File: src/rtl/a2d_spi_master_if.sv
// Bus between the A2D SPI master, its control logic and the A2D pins.
interface a2d_spi_master_if;
  logic        strt_cnv;
  logic [2:0]  chnnl;
  logic        MISO;
  logic        SS_n;
  logic        SCLK;
  logic        MOSI;
  logic [11:0] res;
  logic        cnv_cmplt;

  modport master (
    input  strt_cnv, chnnl, MISO,
    output SS_n, SCLK, MOSI, res, cnv_cmplt
  );

  modport slave (
    output strt_cnv, chnnl, MISO,
    input  SS_n, SCLK, MOSI, res, cnv_cmplt
  );
endinterface

File: src/rtl/a2d_spi_master.sv
// SPI master for a two-word A2D conversion: word 1 selects the channel,
// word 2 returns the 12-bit result. SCLK idles high, MSB first.
module a2d_spi_master #(
  parameter int unsigned SCLK_DIV = 32
) (
  input  logic              clk,
  input  logic              rst,
  a2d_spi_master_if.master  bus
);
  localparam int unsigned HALF = SCLK_DIV / 2;
  localparam int unsigned DW   = $clog2(SCLK_DIV);

  typedef enum logic [2:0] {IDLE, TX1, GAP, TX2, DONE} state_t;

  state_t          r_state;
  logic            r_ss_n;
  logic            r_sclk;
  logic [15:0]     r_tx_shft;
  // Only the low 12 received bits ever reach res, so only those are kept.
  logic [11:0]     r_rx_shft;
  logic [11:0]     r_res;
  logic            r_cnv_cmplt;
  logic [DW-1:0]   r_div_cnt;
  logic [4:0]      r_bit_cnt;
  logic [2:0]      r_chnnl;

  logic [DW-1:0]   w_div_nxt;
  logic            w_last_bit;
  logic            w_fall;
  logic            w_rise;
  logic [15:0]     w_cmd_new;
  logic [15:0]     w_cmd_held;

  // Divider look-ahead: SCLK edges are decoded from the next divider value.
  always_comb begin
    w_div_nxt  = r_div_cnt + 1'b1;
    w_last_bit = (r_bit_cnt == 5'd16);
    w_fall     = (w_div_nxt == DW'(HALF)) && !w_last_bit;
    w_rise     = (w_div_nxt == '0) && !w_last_bit;
    w_cmd_new  = {2'b00, bus.chnnl, 11'h000};
    w_cmd_held = {2'b00, r_chnnl, 11'h000};
  end

  // Conversion sequencer with registered SPI pins and result flag.
  always_ff @(posedge clk) begin
    if (rst) begin
      r_state     <= IDLE;
      r_ss_n      <= 1'b1;
      r_sclk      <= 1'b1;
      r_tx_shft   <= '0;
      r_rx_shft   <= '0;
      r_res       <= '0;
      r_cnv_cmplt <= 1'b0;
      r_div_cnt   <= '0;
      r_bit_cnt   <= '0;
      r_chnnl     <= '0;
    end else begin
      case (r_state)
        IDLE: begin
          r_ss_n <= 1'b1;
          r_sclk <= 1'b1;
          if (bus.strt_cnv) begin
            r_chnnl     <= bus.chnnl;
            r_tx_shft   <= w_cmd_new;
            r_cnv_cmplt <= 1'b0;
            r_state     <= TX1;
          end
        end
        TX1, TX2: begin
          // First cycle of a transaction only drops SS_n and clears counters.
          if (r_ss_n) begin
            r_ss_n    <= 1'b0;
            r_div_cnt <= '0;
            r_bit_cnt <= '0;
          end else begin
            r_div_cnt <= w_div_nxt;
            r_sclk    <= ~w_div_nxt[DW-1] | w_last_bit;
            if (w_fall && (r_bit_cnt != 5'd0))
              r_tx_shft <= {r_tx_shft[14:0], 1'b0};
            if (w_rise) begin
              r_rx_shft <= {r_rx_shft[10:0], bus.MISO};
              r_bit_cnt <= r_bit_cnt + 5'd1;
            end
            // TX2 hands its final back-porch cycle to DONE so that SS_n rises
            // together with the result update, keeping both windows equal.
            if (w_last_bit && (r_state == TX2) && (r_div_cnt == DW'(HALF - 2)))
              r_state <= DONE;
            if (w_last_bit && (r_state == TX1) && (r_div_cnt == DW'(HALF - 1))) begin
              r_ss_n    <= 1'b1;
              r_sclk    <= 1'b1;
              r_div_cnt <= '0;
              r_state   <= GAP;
            end
          end
        end
        GAP: begin
          r_sclk <= 1'b1;
          if (r_div_cnt == DW'(SCLK_DIV - 2)) begin
            r_tx_shft <= w_cmd_held;
            r_state   <= TX2;
          end else begin
            r_div_cnt <= w_div_nxt;
          end
        end
        DONE: begin
          r_ss_n      <= 1'b1;
          r_sclk      <= 1'b1;
          r_res       <= r_rx_shft;
          r_cnv_cmplt <= 1'b1;
          r_div_cnt   <= '0;
          r_state     <= IDLE;
        end
        default: r_state <= IDLE;
      endcase
    end
  end

  assign bus.SS_n      = r_ss_n;
  assign bus.SCLK      = r_sclk;
  assign bus.MOSI      = r_tx_shft[15];
  assign bus.res       = r_res;
  assign bus.cnv_cmplt = r_cnv_cmplt;
endmodule
File: src/flat_wrapper.sv
// flat-port wrapper written by rule: the top's interface ports become plain ports
module a2d_spi_master_flat 
#(
  parameter int unsigned SCLK_DIV = 32
)
  (clk, rst, bus_strt_cnv, bus_chnnl, bus_MISO, bus_SS_n, bus_SCLK, bus_MOSI, bus_res, bus_cnv_cmplt);
  a2d_spi_master_if bus_i ();
  input  logic clk;
  input  logic rst;
  input wire logic [$bits(bus_i.strt_cnv)-1:0] bus_strt_cnv;
  input wire logic [$bits(bus_i.chnnl)-1:0] bus_chnnl;
  input wire logic [$bits(bus_i.MISO)-1:0] bus_MISO;
  output wire logic [$bits(bus_i.SS_n)-1:0] bus_SS_n;
  output wire logic [$bits(bus_i.SCLK)-1:0] bus_SCLK;
  output wire logic [$bits(bus_i.MOSI)-1:0] bus_MOSI;
  output wire logic [$bits(bus_i.res)-1:0] bus_res;
  output wire logic [$bits(bus_i.cnv_cmplt)-1:0] bus_cnv_cmplt;
  assign bus_i.strt_cnv = bus_strt_cnv;
  assign bus_i.chnnl = bus_chnnl;
  assign bus_i.MISO = bus_MISO;
  assign bus_SS_n = bus_i.SS_n;
  assign bus_SCLK = bus_i.SCLK;
  assign bus_MOSI = bus_i.MOSI;
  assign bus_res = bus_i.res;
  assign bus_cnv_cmplt = bus_i.cnv_cmplt;
  a2d_spi_master #(.SCLK_DIV(SCLK_DIV)) u_core (.clk(clk), .rst(rst), .bus(bus_i));
endmodule
File: config.mk
export PLATFORM = sky130hd
export DESIGN_NAME = a2d_spi_master_flat
export DESIGN_NICKNAME = d
export VERILOG_FILES = /design/src/rtl/a2d_spi_master_if.sv /design/src/rtl/a2d_spi_master.sv /design/src/flat_wrapper.sv
export SDC_FILE = /design/constraint.sdc
export NUM_CORES = 1
export LEC_CHECK = 0
export BUFFER_PORTS_ARGS = -buffer_cell sky130_fd_sc_hd__buf_4
export CAP_MARGIN = 30
export CORE_UTILIZATION = 62
export CTS_CLUSTER_SIZE = 25
export DETAILED_ROUTE_END_ITERATION = 10
export PLACE_DENSITY = 0.79
export SYNTH_ARGS = -nofsm -noshare
export SYNTH_HDL_FRONTEND = slang
export SYNTH_SLANG_ARGS = --single-unit
File: constraint.sdc
create_clock -name clk -period 4.3 [get_ports clk]
set_input_delay 0.43 -clock clk [delete_from_list [all_inputs] [get_ports clk]]
set_output_delay 0.43 -clock clk [all_outputs]
set_load 0.02 [all_outputs]
## Word-level counts from Yosys, hierarchy flattened

Cells that the tools add are included.

- Add/subtract/negate cells: 2
- $mul: 0
- Div/mod/pow operators: 0
- Order comparisons: 0
- Equality and inequality tests: 15
- Shift-type cells: 0
- Multiplexer cells: 25
- Bitwise gates (word level): 3
- Reduce and logical (&&, ||, !) cells: 28

Operators with widths:

| kind | count |
|---|---|
| $mux W16 | 4 |
| $pmux W16 S3 | 1 |
| $mux W5 | 5 |
| $eq A5 B5 Y1 const B | 3 |
| $mux W3 | 5 |
| $pmux W5 S3 | 1 |
| $add A5 B1 Y5 const B | 2 |
| $eq A5 B4 Y1 const B | 2 |
| $reduce_and A2 Y1 | 5 |
| $pmux W3 S3 | 1 |
| $reduce_bool A2 Y1 | 4 |
| $logic_and A1 B1 Y1 | 7 |
| $eq A3 B2 Y1 const B | 2 |
| $ne A2 B2 Y1 const B | 3 |
| $pmux W1 S2 | 3 |
| $reduce_bool A3 Y1 | 2 |
| $logic_not A5 Y1 | 1 |
| $mux W1 | 5 |
| $reduce_and A5 Y1 | 1 |
| $reduce_bool A5 Y1 | 1 |
| $ne A2 B1 Y1 const B | 2 |
| $reduce_and A4 Y1 | 1 |
| $reduce_or A2 Y1 | 2 |
| $eq A3 B1 Y1 const B | 1 |
| other kinds (8) | 9 |

- Bits in registers: 59
- Bits in latches: 0
- Bits in writable memories: 0
- Memory bits (read-only): 0
- Input bits: 7
- Output and inout port bits: 16
- Logic and storage cells: 83
- Memories kept: 0

## Longest topological paths before layout

- Depth in word-level cells: 7
- Gate-level depth with buffers: 8

## Worst setup path before layout

OpenSTA, ideal clock, no wires.

- Kind: register to register
- Start point: reg u_core.r_div_cnt[0]
- End point: reg u_core.r_rx_shft[10]
- Setup time: 0.128 ns
- Data arrival time: 1.863 ns
- Path slack: 2.310 ns
- Cell stages (with the launch flop): 9
- Period minus slack after synthesis: 1.990 ns
- Path through: dfxtp_1 -> ha_1 -> and3_1 -> ha_1 -> and3_1 -> nand3_2 -> buf_6 -> mux2i_1 -> nor2_1

- Word-level cells in the longest chain between the ends: 4

RTL lines:

| item | RTL line | source |
|---|---|---|
| start, declared | a2d_spi_master.sv:23 | `logic [DW-1:0] r_div_cnt;` |
| start signal, assigned | a2d_spi_master.sv:76 | `r_div_cnt <= w_div_nxt;` |
| start signal, assigned | a2d_spi_master.sv:102 | `r_div_cnt <= w_div_nxt;` |
| $add A5 B1 Y5 | a2d_spi_master.sv:36 | `w_div_nxt = r_div_cnt + 1'b1;` |
| $logic_not A5 Y1 | a2d_spi_master.sv:39 | `w_rise = (w_div_nxt == '0) && !w_last_bit;` |
| $logic_and A1 B1 Y1 | a2d_spi_master.sv:39 |  |
| $reduce_and A3 Y1 (no line) | -- |  |
| end signal, assigned | a2d_spi_master.sv:81 | `r_rx_shft <= {r_rx_shft[10:0], bus.MISO};` |
| end, declared | a2d_spi_master.sv:20 | `logic [11:0] r_rx_shft;` |

Every way passes these cells.
A chain may end at the register's enable or synchronous reset.

## Final worst setup path

- Start point: reg u_core.r_div_cnt[0]
- End point: reg u_core.r_bit_cnt[2]

- Word-level cells in the longest chain between the ends: 5

RTL lines:

| item | RTL line | source |
|---|---|---|
| $add A5 B1 Y5 | a2d_spi_master.sv:36 |  |
| $logic_not A5 Y1 | a2d_spi_master.sv:39 |  |
| $logic_and A1 B1 Y1 | a2d_spi_master.sv:39 |  |
| $reduce_bool A2 Y1 (no line) | -- |  |
| $reduce_and A2 Y1 (no line) | -- |  |
| end signal, assigned | a2d_spi_master.sv:82 | `r_bit_cnt <= r_bit_cnt + 5'd1;` |
| end, declared | a2d_spi_master.sv:24 | `logic [4:0] r_bit_cnt;` |

Every way passes these cells.

==> flow_metrics.env <==
export IMPL_seq_area_frac_synth_pct=43.84
export IMPL_ctsHoldBuffers=0
export IMPL_cellLeakagePower_nw=1.011
export IMPL_die_w_microns=61.46
export IMPL_maxCapViolCount=0
export IMPL_rsz0062_at_grt="false"
export IMPL_synth_edf_count=0
export IMPL_finalSetupViolCount=0
export IMPL_yosys_top_cells_count="dfxtp_1 (48), nand2_1 (30), nor2_1 (25)"
export IMPL_grt_overflow=0
export IMPL_route_detailed_drc=0
export IMPL_peakVddDrop_mv=0.3017
export IMPL_rows=21
export IMPL_fin_ws_ns=1.864
export IMPL_drive_above_1_share_pct=15.83
export IMPL_synth_area_per_cell_sq_um=9.134
export IMPL_place_ws_ns=1.888
export IMPL_dieArea_sq_um=3777
export IMPL_antenna_cells=0
export IMPL_outcome="finished, final reports clean"
export IMPL_max_freq_mhz=410.5
export IMPL_ys_flop_type="dfxtp_1"
export IMPL_vias_per_cell=5.800
export IMPL_r2r_cells=7
export IMPL_worst_ep_required_time_ns=4.63
export IMPL_die_y_microns=61.46
export IMPL_synth_top_area_share_pct=43.84
export IMPL_finalHoldViolCount=0
export IMPL_ys_seq_elements=48
export IMPL_dp_hpwl_mm=2.834
export IMPL_worst_slew_pin_slew_ns=0.7223
export IMPL_detail_route_antenna_nets=0
export IMPL_post_drt_wl_per_cell_microns=13.88
export IMPL_startpoint_type="flop"
export IMPL_crit_fanout=18
export IMPL_ys_warn_count=0
export IMPL_min_period_ns=2.436
export IMPL_root_buffer="clkbuf_4"
export IMPL_initial_core_util_pct=65.18
export IMPL_fin_crit_sh_pct=56.65
export IMPL_yosysMostFrequentCell="dfxtp_1"
export IMPL_worstSkewPairLatency_ns=0.37
export IMPL_synth_area_top_cells="dfxtp_1 (44%), mux2i_1 (8.7%), nand2_1 (5.1%)"
export IMPL_reg2reg_to="u_core.r_bit_cnt[2]$_SDFFE_PP0P_"
export IMPL_io_pins=23
export IMPL_worst_setup_path_type="flop to flop"
export IMPL_rr_startpoint="u_core.r_div_cnt[0]$_SDFFE_PP0P_"
export IMPL_initialDrtViolationCount=112
export IMPL_synth_area_sq_um=2192
export IMPL_cts_resized=0
export IMPL_netlist_cell_type_count=57
export IMPL_gp_congestion=0.7894
export IMPL_min_path_cells=3
export IMPL_cts_max_path_buffers=2
export IMPL_slew_viol_final=0
export IMPL_synth_nets=253
export IMPL_grt_pass1_vias=1598
export IMPL_netlist_instances=240
export IMPL_vias=1769
export IMPL_tritoncts="yes"
export IMPL_maxSlewHeadroom_pct=51.52
export IMPL_setup_tns_ns=0
export IMPL_power_density_nw_per_um2=349.2
export IMPL_skew_ns=0.01219
export IMPL_r2r_setup_slack_ns=1.86
export IMPL_endpoint_kind="flop"
export IMPL_cts_setup_buffers=0
export IMPL_grt_pass1_wl_mm=6.927
export IMPL_grt_usage_pct=25.07
export IMPL_whs_endpoint="u_core.r_rx_shft[0]$_SDFFE_PP0P_"
export IMPL_grt_max_degree=52
export IMPL_cts_sinks=48
export IMPL_port_buffers=22
export IMPL_antenna_found_initial=0
export IMPL_holdCritPathClass="input port to flop"
export IMPL_critPathArrivalTime_ns=2.77
export IMPL_nets=271
export IMPL_nFillCells=277
export IMPL_ys_async_sr_fraction_pct=0
export IMPL_cts_made_buffers=5
export IMPL_synthToLayoutAreaGrowth_pct=12.73
export IMPL_synth_top_cell_by_area="dfxtp_1"
export IMPL_core_area_sq_um=3363
export IMPL_clk_pin_slew_ns=0.14
export IMPL_drtPass1Iterations=4
export IMPL_wirelength_mm=4.234
export IMPL_cts_htree_levels=2
export IMPL_min_from="bus_MISO"
[critical path, stage by stage, from the launching register on]
cell and delay, ns:
dfxtp_1 0.41, ha_1 0.26, and3_1 0.19, ha_1 0.36
and3_1 0.22, nand3_2 0.41, nor4b_1 0.41, a211o_1 0.14
[flip-flops by register name, summed over array words and instances, names as in the netlist]
signal                cells
u_core.bus.res           12
u_core.r_rx_shft         12
u_core.r_bit_cnt          5
u_core.r_div_cnt          5
u_core.r_tx_shft          5
u_core.r_chnnl            3
u_core.r_state            3
u_core.bus.SCLK           1
u_core.bus.SS_n           1
u_core.bus.cnv_cmplt      1
[power by group]
group | internal (mW) | total (mW) | switching (mW)
Clock | 0.183 | 0.331 | 0.148
Combinational | 0.0300 | 0.0653 | 0.0354
Sequential | 0.453 | 0.466 | 0.0135
[layout by cell type, fill, tap and decap left out, types with 2 or more instances in the layout]
master and instances:
nor4b_1 2, nand3_1 4, nor3_1 7, o21ai_0 3, nor4_1 2, a211o_1 2, nor3b_1 2, ha_1 6
inv_1 7, nand3b_1 4, mux2i_1 19, a2bb2oi_1 2, a21oi_1 19, buf_4 23, and3_1 4, dfxtp_1 48
bufinv_16 2, nor2_1 25, a21o_1 2, a22oi_1 2, clkbuf_4 5, nor2b_1 4, o2bb2ai_1 2, nand4_1 2
nand2_1 30
[how the worst max path moves through the flow]
| stage | startpoint | endpoint | slack, ns | depth (start not counted) |
|---|---|---|---|---|
| after detailed placement | u_core.r_div_cnt[0]$_SDFFE_PP0P_ | u_core.r_bit_cnt[2]$_SDFFE_PP0P_ | 1.89 | 7 |
| after global routing | u_core.r_div_cnt[0]$_SDFFE_PP0P_ | u_core.r_bit_cnt[2]$_SDFFE_PP0P_ | 1.70 | 7 |
| after CTS | u_core.r_div_cnt[0]$_SDFFE_PP0P_ | u_core.r_bit_cnt[2]$_SDFFE_PP0P_ | 1.86 | 7 |
| after floorplan | u_core.r_div_cnt[0]$_SDFFE_PP0P_ | u_core.r_rx_shft[10]$_SDFFE_PP0P_ | 2.31 | 8 |
| final | u_core.r_div_cnt[0]$_SDFFE_PP0P_ | u_core.r_bit_cnt[2]$_SDFFE_PP0P_ | 1.86 | 7 |
| after global placement | u_core.r_div_cnt[0]$_SDFFE_PP0P_ | u_core.r_bit_cnt[2]$_SDFFE_PP0P_ | 1.96 | 7 |
[through the flow]
step                      instance area (sq um)  cells  hold slack (ns)  power [mW]  util (%)
after detailed placement                   2365    297           0.4474      0.5407     70.31
after CTS                                  2471    305           0.2992      0.8682     73.47
after global placement                     2365    297           0.4417      0.5393     70.31
after floorplan                            2192    240           0.4315      0.5243         -
after global routing                       2471    305           0.3107      0.8928     73.47
final                                      2471    305           0.2915      0.8629     73.47
[per-layer routing]
layer | vias to the layer above | wire length (microns) | GRT usage [%]
met4 | 0 | 67 | 9.841
met5 | - | 0 | 0
met3 | 8 | 157 | 6.303
met2 | 32 | 2046 | 43.32
li1 | 887 | - | -
met1 | 842 | 1963 | 29.91
[cell type report]
class | instances | area [sq um] | area share, %
clock buffers | 5 | 37.54 | 1.519
flip-flops and latches | 48 | 960.9 | 38.89
repair buffers | 23 | 172.7 | 6.987
inverters | 7 | 26.28 | 1.063
clock inverters | 3 | 68.82 | 2.785
well taps | 46 | 57.56 | 2.329
multi-input cells | 173 | 1147 | 46.43
[logic make-up after synthesis]
kind of cell	count (synthesis)	share of synthesized area [%]
flip-flops	48	43.84
adder cells (fa/ha/maj)	6	3.425
buffers and inverters	19	3.824
XOR/XNOR	1	0.3996
AND/OR/NAND/NOR	96	22.26
AO/OA/AOI/OAI	50	17.07
multiplexers	20	9.189
Power figures use the tool's default switching activity.
